===== config.mk =====
export PLATFORM = sky130hd
export DESIGN_NAME = tube_share_arb
export DESIGN_NICKNAME = d
export VERILOG_FILES = /design/src/rtl/tube_share_arb.sv
export SDC_FILE = /design/constraint.sdc
export NUM_CORES = 1
export LEC_CHECK = 0
export BUFFER_PORTS_ARGS = -buffer_cell sky130_fd_sc_hd__buf_2
export CORE_MARGIN = 2
export CORE_UTILIZATION = 54
export DETAILED_ROUTE_END_ITERATION = 6
export PLACE_DENSITY_LB_ADDON = 0.05
export SYNTH_ARGS = -nofsm -noshare
export SYNTH_HDL_FRONTEND = slang
export SYNTH_SLANG_ARGS = --single-unit

===== constraint.sdc =====
create_clock -name clk -period 5.4 [get_ports clk]
set_input_delay 0.81 -clock clk [delete_from_list [all_inputs] [get_ports clk]]
set_output_delay 0.81 -clock clk [all_outputs]
set_load 0.005 [all_outputs]

===== src/rtl/tube_share_arb.sv =====
// tube_share_arb: time-shares an 8-digit multiplexed seven-segment tube between two
// requesters, switching owner only on frame boundaries. Optional feature macro: TUBE_BLANK_EN.
module tube_share_arb #(
  parameter int SCAN_DIV = 100000,
  parameter int DWELL    = 64
) (
  input  logic        clk,
  input  logic        rst,
  input  logic        req0,
  input  logic [31:0] data0,
  input  logic [7:0]  dp0,
  input  logic        req1,
  input  logic [31:0] data1,
  input  logic [7:0]  dp1,
  output logic        gnt0,
  output logic        gnt1,
  output logic [7:0]  posi,
  output logic [7:0]  tube,
  output logic        frame_done
);

  localparam int CNT_W = $clog2(SCAN_DIV);
  localparam int DW_W  = $clog2(DWELL + 1);
  localparam logic [CNT_W-1:0] CNT_LAST = CNT_W'(SCAN_DIV - 1);
  localparam logic [DW_W-1:0]  DW_MAX   = DW_W'(DWELL);
`ifdef TUBE_BLANK_EN
  localparam logic [CNT_W-1:0] BLANK_FROM = CNT_W'(SCAN_DIV - (SCAN_DIV >> 3));
`endif

  typedef enum logic [1:0] {
    ST_IDLE = 2'd0,
    ST_OWN0 = 2'd1,
    ST_OWN1 = 2'd2
  } st_t;

  // hex digit to active-low {g,f,e,d,c,b,a}
  function automatic logic [6:0] hex7(input logic [3:0] h);
    logic [6:0] s;
    case (h)
      4'h0: s = 7'h40;
      4'h1: s = 7'h79;
      4'h2: s = 7'h24;
      4'h3: s = 7'h30;
      4'h4: s = 7'h19;
      4'h5: s = 7'h12;
      4'h6: s = 7'h02;
      4'h7: s = 7'h78;
      4'h8: s = 7'h00;
      4'h9: s = 7'h10;
      4'hA: s = 7'h08;
      4'hB: s = 7'h03;
      4'hC: s = 7'h46;
      4'hD: s = 7'h21;
      4'hE: s = 7'h06;
      default: s = 7'h0E;
    endcase
    return s;
  endfunction

  logic [CNT_W-1:0] cnt_q, cnt_d;
  logic [2:0]       dig_q, dig_d;
  st_t              st_q, st_d;
  logic [DW_W-1:0]  dwell_q, dwell_d, dwell_inc;
  logic             ptr_q, ptr_d;
  logic [31:0]      snap_data_q, snap_data_d;
  logic [7:0]       snap_dp_q, snap_dp_d;
  logic             gnt0_q, gnt0_d, gnt1_q, gnt1_d;
  logic [7:0]       posi_q, posi_d, tube_q, tube_d;
  logic             tick, boundary;
  logic [3:0]       cur_nib;
  logic             cur_dp;

  // Scan timing: prescaler and digit index
  assign tick     = (cnt_q == CNT_LAST);
  assign boundary = tick && (dig_q == 3'd7);

  always_comb begin
    cnt_d = tick ? '0 : cnt_q + CNT_W'(1);
    dig_d = tick ? dig_q + 3'd1 : dig_q;
  end

  // Arbiter: state register
  always_ff @(posedge clk) begin
    if (rst) begin
      cnt_q   <= '0;
      dig_q   <= '0;
      st_q    <= ST_IDLE;
      dwell_q <= '0;
      ptr_q   <= 1'b0;
    end else begin
      cnt_q   <= cnt_d;
      dig_q   <= dig_d;
      st_q    <= st_d;
      dwell_q <= dwell_d;
      ptr_q   <= ptr_d;
    end
  end

  assign dwell_inc = (dwell_q == DW_MAX) ? dwell_q : dwell_q + DW_W'(1);

  // Arbiter: next state; ptr_q names the requester favoured on the next tie
  always_comb begin
    st_d    = st_q;
    dwell_d = dwell_q;
    ptr_d   = ptr_q;
    if (boundary) begin
      case (st_q)
        ST_IDLE: begin
          if (req0 && req1)  st_d = ptr_q ? ST_OWN1 : ST_OWN0;
          else if (req0)     st_d = ST_OWN0;
          else if (req1)     st_d = ST_OWN1;
        end
        ST_OWN0: begin
          if (!req0) begin
            st_d = req1 ? ST_OWN1 : ST_IDLE;
          end else begin
            dwell_d = dwell_inc;
            if ((dwell_inc == DW_MAX) && req1) st_d = ST_OWN1;
          end
        end
        ST_OWN1: begin
          if (!req1) begin
            st_d = req0 ? ST_OWN0 : ST_IDLE;
          end else begin
            dwell_d = dwell_inc;
            if ((dwell_inc == DW_MAX) && req0) st_d = ST_OWN0;
          end
        end
        default: st_d = ST_IDLE;
      endcase
      if (st_d != st_q) begin
        dwell_d = '0;
        if (st_d == ST_OWN0) ptr_d = 1'b1;
        if (st_d == ST_OWN1) ptr_d = 1'b0;
      end
    end
  end

  // Frame buffer: latched for the incoming owner at the boundary only
  always_comb begin
    snap_data_d = snap_data_q;
    snap_dp_d   = snap_dp_q;
    if (boundary) begin
      if (st_d == ST_OWN0) begin
        snap_data_d = data0;
        snap_dp_d   = dp0;
      end else if (st_d == ST_OWN1) begin
        snap_data_d = data1;
        snap_dp_d   = dp1;
      end
    end
  end

  always_ff @(posedge clk) begin
    snap_data_q <= snap_data_d;
    snap_dp_q   <= snap_dp_d;
  end

  // Arbiter/scan outputs, registered one cycle behind state and digit
  assign cur_nib = snap_data_q[{dig_q, 2'b00} +: 4];
  assign cur_dp  = snap_dp_q[dig_q];

  always_comb begin
    gnt0_d = (st_q == ST_OWN0);
    gnt1_d = (st_q == ST_OWN1);
    posi_d = 8'hFF;
    tube_d = 8'hFF;
    if (st_q != ST_IDLE) begin
      posi_d = ~(8'd1 << dig_q);
      tube_d = {~cur_dp, hex7(cur_nib)};
`ifdef TUBE_BLANK_EN
      if (cnt_q >= BLANK_FROM) posi_d = 8'hFF;
`endif
    end
  end

  always_ff @(posedge clk) begin
    if (rst) begin
      gnt0_q <= 1'b0;
      gnt1_q <= 1'b0;
      posi_q <= 8'hFF;
      tube_q <= 8'hFF;
    end else begin
      gnt0_q <= gnt0_d;
      gnt1_q <= gnt1_d;
      posi_q <= posi_d;
      tube_q <= tube_d;
    end
  end

  assign gnt0       = gnt0_q;
  assign gnt1       = gnt1_q;
  assign posi       = posi_q;
  assign tube       = tube_q;
  assign frame_done = boundary;

endmodule


# Word-level counts from Yosys, hierarchy flattened

Memories as Yosys holds them, arrays and structs flattened. A register that Yosys moved wholly into a read port is not among the register bits.
Index checks and enable logic that the tools add are counted.

Register bits: 88
Bits in read-only memories: 112
Input port bits: 84
Output and inout bits: 19
Word-level logic and storage cells: 74
Memories kept: 1

Memory list:

| name            | words | width | rd ports | clocked after memory_dff | wr ports | line | RTL |
|---|---|---|---|---|---|---|---|
| (no name shown) | 16    | 7     | 1        | 1                        | 0        | 39   | `case (h)` |

Add/sub/neg operators: 3
$lt $le $gt $ge: 1
Equal/unequal tests: 13
Shift-type cells: 2
Multiplexer cells: 26
Bitwise logic cells: 3
Reduce and logical (&&, ||, !) cells: 14

Operators by type and width:

| cell                                                                     | count |
|---|---|
| 32-bit two-way mux                                                       | 2 |
| 32-bit by 6-bit indexed part select with 4-bit output                    | 1 |
| 7-bit two-way mux                                                        | 4 |
| 2-bit two-way mux                                                        | 11 |
| 17-bit by 1-bit adder with 17-bit output (second input constant)         | 1 |
| 17-bit == test (second input constant)                                   | 1 |
| 8-bit two-way mux                                                        | 2 |
| 7-bit == test (second input constant)                                    | 2 |
| 7-bit case mux with 2 select lines                                       | 1 |
| 8-bit NOT                                                                | 1 |
| 1-bit by 3-bit left shift with 8-bit output (first input constant)       | 1 |
| 7-bit by 1-bit adder with 7-bit output (second input constant)           | 1 |
| 2-bit by 1-bit == test with 1-bit output (second input constant)         | 3 |
| 2-bit == test (second input constant)                                    | 3 |
| 3-bit by 2-bit inequality test with 1-bit output (second input constant) | 2 |
| 2-bit case mux with 3 select lines                                       | 1 |
| 2-bit nonzero test                                                       | 3 |
| 1-bit logical AND                                                        | 4 |
| 3-bit by 4-bit < comparator with 1-bit output (second input constant)    | 1 |
| 1-bit two-way mux                                                        | 4 |
| 4-bit AND reduction                                                      | 1 |
| 2-bit OR reduction                                                       | 2 |
| 3-bit by 1-bit adder with 3-bit output (second input constant)           | 1 |
| 1-bit binary-select mux with 3-bit select                                | 1 |
| other kinds (7)                                                          | 8 |

# Logic depth before layout (Yosys ltp)

Depth after elaboration: 12
Mapped depth: 11
Depth with buffers taken out: 11

# Worst setup path after synthesis

OpenSTA, ideal clock, no wires.

Path kind: register -> register
From: reg dwell_q[0]
To: reg snap_data_q[0], enable pin
Setup time: 0.438 ns
Data arrival time: 4.023 ns
Data required time: 4.962 ns
Path slack: 0.939 ns
Cell stages (with the launch flop): 10
Path buffers: 0
Clock period less this slack: 4.461 ns
Path through: dfxtp_1 ha_1 nand3_1 xnor2_1 o31a_1 or4_1 a31oi_1 mux2i_1 ha_1 nor2_1

Cells in the longest elaborated chain, start to end: 12
Elaborated cells on any way between the ends: 17
Classes of those cells: 1 x add/sub; 4 x eq/ne; 8 x mux; 4 x reduce/logical

Ends and longest elaborated chain:

| element                                                                          | line     | RTL |
|---|---|---|
| start: declaration                                                               | 63       | `logic [DW_W-1:0] dwell_q, dwell_d, dwell_inc;` |
| start signal: assignment                                                         | 94       | `dwell_q <= dwell_d;` |
| 7-bit by 1-bit adder with 7-bit output / 7-bit == test (equally long branches)   | 99       | `assign dwell_inc = (dwell_q == DW_MAX) ? dwell_q : dwell_q + DW_W'(1);` |
| 7-bit two-way mux (*)                                                            | 99       |  |
| 7-bit == test (*)                                                                | 118, 126 |  |
| 1-bit logical AND, on equally long branches                                      | 126, 118 |  |
| 2-bit two-way mux, on equally long branches                                      | 126, 118 |  |
| 2-bit two-way mux, on equally long branches                                      | 122, 114 |  |
| 2-bit case mux with 3 select lines (*)                                           | 107      | `case (st_q)` |
| 2-bit two-way mux (*) (2 in series)                                              | 106      | `if (boundary) begin` |
| 2-bit by 1-bit == test with 1-bit output / 2-bit == test (equally long branches) | 144, 147 |  |
| 2-bit nonzero test (no source line) (*)                                          | n/a      |  |
| 2-bit AND reduction (no source line) (*)                                         | n/a      |  |
| end signal: assignment                                                           | 155      | `snap_data_q <= snap_data_d;` |
| end: declaration                                                                 | 65       | `logic [31:0] snap_data_q, snap_data_d;` |

Every way passes the cells marked *; elsewhere a longest branch is shown, timed or not. The select of a mux whose other input is x is not followed.
A chain may end at the register's enable or synchronous reset.

# Worst setup path after layout

From: reg dwell_q[0]
To: reg snap_data_q[3], enable pin

Same word-level chain as after synthesis.

==> impl_metrics.py <==
metrics = {
    "placement": {
        "portBuffers": 102,
        "placed_cells": 613,
        "pre_cts_slack_ns": 1.632,
        "dp_hpwl_mm": 7.001,
        "place_area_sq_mm": 0.005195,
        "gp_congestion": 0.8925,
    },
    "sta": {
        "post-route-min-period_ns": 3.794,
        "fin_ws_ns": 1.606,
        "holdWs_ns": 0.4461,
        "rsz0062_at_grt": "no",
        "tightest_slew_ns": 1.049,
        "finalMaxSlewViolations": 0,
        "period_share": 0.7026,
        "fin_skew_ns": 0.01067,
        "setup_tns_ns": 0,
        "finalSetupViolations": 0,
        "slew_headroom": 0.2991,
        "hold_viol": 0,
        "max_freq_mhz": 263.6,
    },
    "clocking": {
        "clkTransAtPathRegs_ns": 0.09,
        "cts.htree.levels": 3,
        "cts_hold_buf": 0,
        "cts_root_buf": "clkbuf_8",
        "clockBufferDepth": 2,
        "post_cts_buffers": 0,
        "cts.sinks": 88,
        "cts_resized": 0,
        "clkLatencyLatePin_ns": 0.34,
        "cts_tree": "done",
        "cts-buffers-inserted": 9,
    },
    "yosys": {
        "synth_warnings": 0,
        "netlist_top_cells_area": "edfxtp_1, dfxtp_1, mux2_2",
        "synthArstFlopShare": 0,
        "synth_top_flop_cell": "dfxtp_1",
        "synth_top_cell_area_share": 0.2605,
        "syn_avg_cell_area_sq_um": 10.87,
        "yosys.cell_count.top_type": "dfxtp_1",
        "synth.cell_area_sq_mm": 0.004611,
        "synth_cell_type_count": 59,
        "synthCells": 424,
        "ys_ff_latch": 88,
        "syn_nets": 529,
        "synth_area_leader_cell": "edfxtp_1",
        "ys_top_cells_by_count": "dfxtp_1, nand2_1, mux2_2",
        "ys_seq_area_frac": 0.4689,
        "synth_edf_count": 40,
    },
    "floorplanning": {
        "pin_count": 103,
        "die_y_um": 96.40,
        "die_x_um": 96.40,
        "core_sq_mm": 0.008258,
        "initial_utilization": 0.5583,
        "dieArea_sq_mm": 0.009293,
        "rows": 33,
    },
    "global_routing": {
        "grt_use_total": 0.2187,
        "antenna_found_initial": 0,
        "overflow": 0,
        "grt_pass1_vias": 3340,
        "grtUsageMet3": 0.03413,
        "grt_use_met1": 0.3035,
        "grt_pass1_wl_mm": 15.45,
        "busiest_layer": "met2",
        "use_met2": 0.3530,
        "grt_max_degree": 41,
    },
    "routing": {
        "routedWlPerCell_um": 15.06,
        "drt_first_pass_iters": 4,
        "drc": 0,
        "wirelength_mm": 9.470,
        "drt_iter0_drc": 166,
        "final_antenna_net_count": 0,
        "vias_per_cell": 5.625,
        "via_count": 3538,
    },
    "worst_setup_path": {
        "critPathMaxFanout": 40,
        "critical_path.slowest_cell": "nor2_4",
        "startpoint_type": "flop",
        "rrSetupSlack_ns": 1.61,
        "rr_startpoint": "dwell_q[0]",
        "slowest_delay_ns": 0.81,
        "cp_data_required_time_ns": 5.36,
        "r2r_cells": 9,
        "critical_path_class": "flop to flop",
        "crit_chain": "ha_1, nand3_1, xnor2_1, o31a_1, or4_1, a31oi_1, mux2i_1, ha_2, nor2_4",
        "r2r-end": "snap_data_q[3]",
        "arrival_ns": 3.75,
        "critPathCaptureType": "flop",
    },
    "min_path": {
        "hold_path_class": "flop to flop",
        "hold_start": "cnt_q[0]",
        "min_to": "cnt_q[0]",
        "hold_depth": 1,
    },
    "final_layout": {
        "n_fill_cell": 676,
        "synthToLayoutAreaGrowth_pct": 16.85,
        "stdcell_count": 629,
        "fin_area_sq_mm": 0.005388,
        "drive_gt1_frac": 0.3378,
        "diodes": 0,
        "nets": 624,
    },
    "status": {
        "outcome": "complete, no violations",
    },
    "power": {
        "p_per_area_mw_per_mm2": 223.0,
        "p_leak_nw": 2.045,
        "vdd_drop_max_v": 0.0001165,
    },
    "job": {
        "cap_violations": 0,
    },
}
## registers in the layout, indices dropped and copies added, names as in the netlist
| signal | count |
|---|---|
| snap_dp_q | 8 |
| cnt_q | 17 |
| st_q | 2 |
| posi | 8 |
| tube | 8 |
| gnt1 | 1 |
| dwell_q | 7 |
| dig_q | 3 |
| snap_data_q | 32 |
| ptr_q | 1 |
| gnt0 | 1 |
## through the flow
step | utilization | power (mW)
6_report | 0.6524 | 1.201
2_1_floorplan | - | 0.7423
3_3_place_gp | 0.6291 | 0.7754
5_1_grt | 0.6524 | 1.248
4_1_cts | 0.6524 | 1.214
3_5_place_dp | 0.6291 | 0.7765
## critical path: cells and delay by family, from the launching register on
kind	cells	cell delay, ns
muxes	1	0.14
AOI/OAI and AO/OA	2	0.56
and+or+nand+nor	3	1.51
xor gates and xnor gates	1	0.19
DFF	1	0.42
adders and majority gates	2	0.56
## final cells by class
| class | instances | area (sq um) | share of cell area |
|---|---|---|---|
| Sequential cell | 88 | 2162 | 0.4013 |
| Clock buffer | 13 | 171.4 | 0.03182 |
| Timing Repair Buffer | 104 | 525.5 | 0.09754 |
| Clock inverter | 3 | 21.27 | 0.003948 |
| Tap cell | 105 | 131.4 | 0.02438 |
| Inverter | 19 | 71.32 | 0.01324 |
| Multi-Input combinational cell | 297 | 2305 | 0.4278 |
## cells by family after synthesis
family,synth area share
and+or+nand+nor,0.1454
AOI/OAI and AO/OA,0.1020
adders and majority gates,0.05699
DFF,0.4689
xor gates and xnor gates,0.02849
muxes,0.1647
buffers and inverters,0.03338
## layer usage
metal  part of all wire  wire (um)  up-vias
met5                  0          0        -
met1               0.45       4264     1640
met4             0.0098         93        0
met3              0.061        578        7
met2               0.48       4533      139
li1                   -          -     1752
## report_power, final
group / internal [mW] / switching [mW] / total, mW
Clock: 0.211 / 0.228 / 0.440
Combinational: 0.0374 / 0.0262 / 0.0637
Sequential: 0.696 / 0.00161 / 0.698
## cells in the final DEF (no fill, tap or decap), types with 5 or more instances in the layout
cell type and n:
xnor2_1 7, mux2_2 41, clkbuf_8 10, mux2i_1 5, a21oi_1 13, xor2_1 8, o31ai_1 8, nor2_1 30
nand3_1 17, mux4_2 11, o21ai_0 9, edfxtp_1 40, dfxtp_1 48, ha_1 20, inv_1 17, nand2_1 43
buf_2 102, nand2b_1 5, nor3_1 7, or3_1 5
## how the worst max path moves through the flow
stage	slack, ns	startpoint	cells after the start	to
final	1.61	dwell_q[0]	9	snap_data_q[3]
after global routing	1.34	dwell_q[0]	9	snap_data_q[3]
after CTS	1.60	dwell_q[0]	9	snap_data_q[13]
after detailed placement	1.63	dwell_q[0]	9	snap_data_q[26]
after global placement	1.71	dwell_q[0]	9	snap_data_q[26]
after floorplan	0.94	dwell_q[0]	9	snap_data_q[0]
Note: power is estimated with default switching activity, not from simulation.
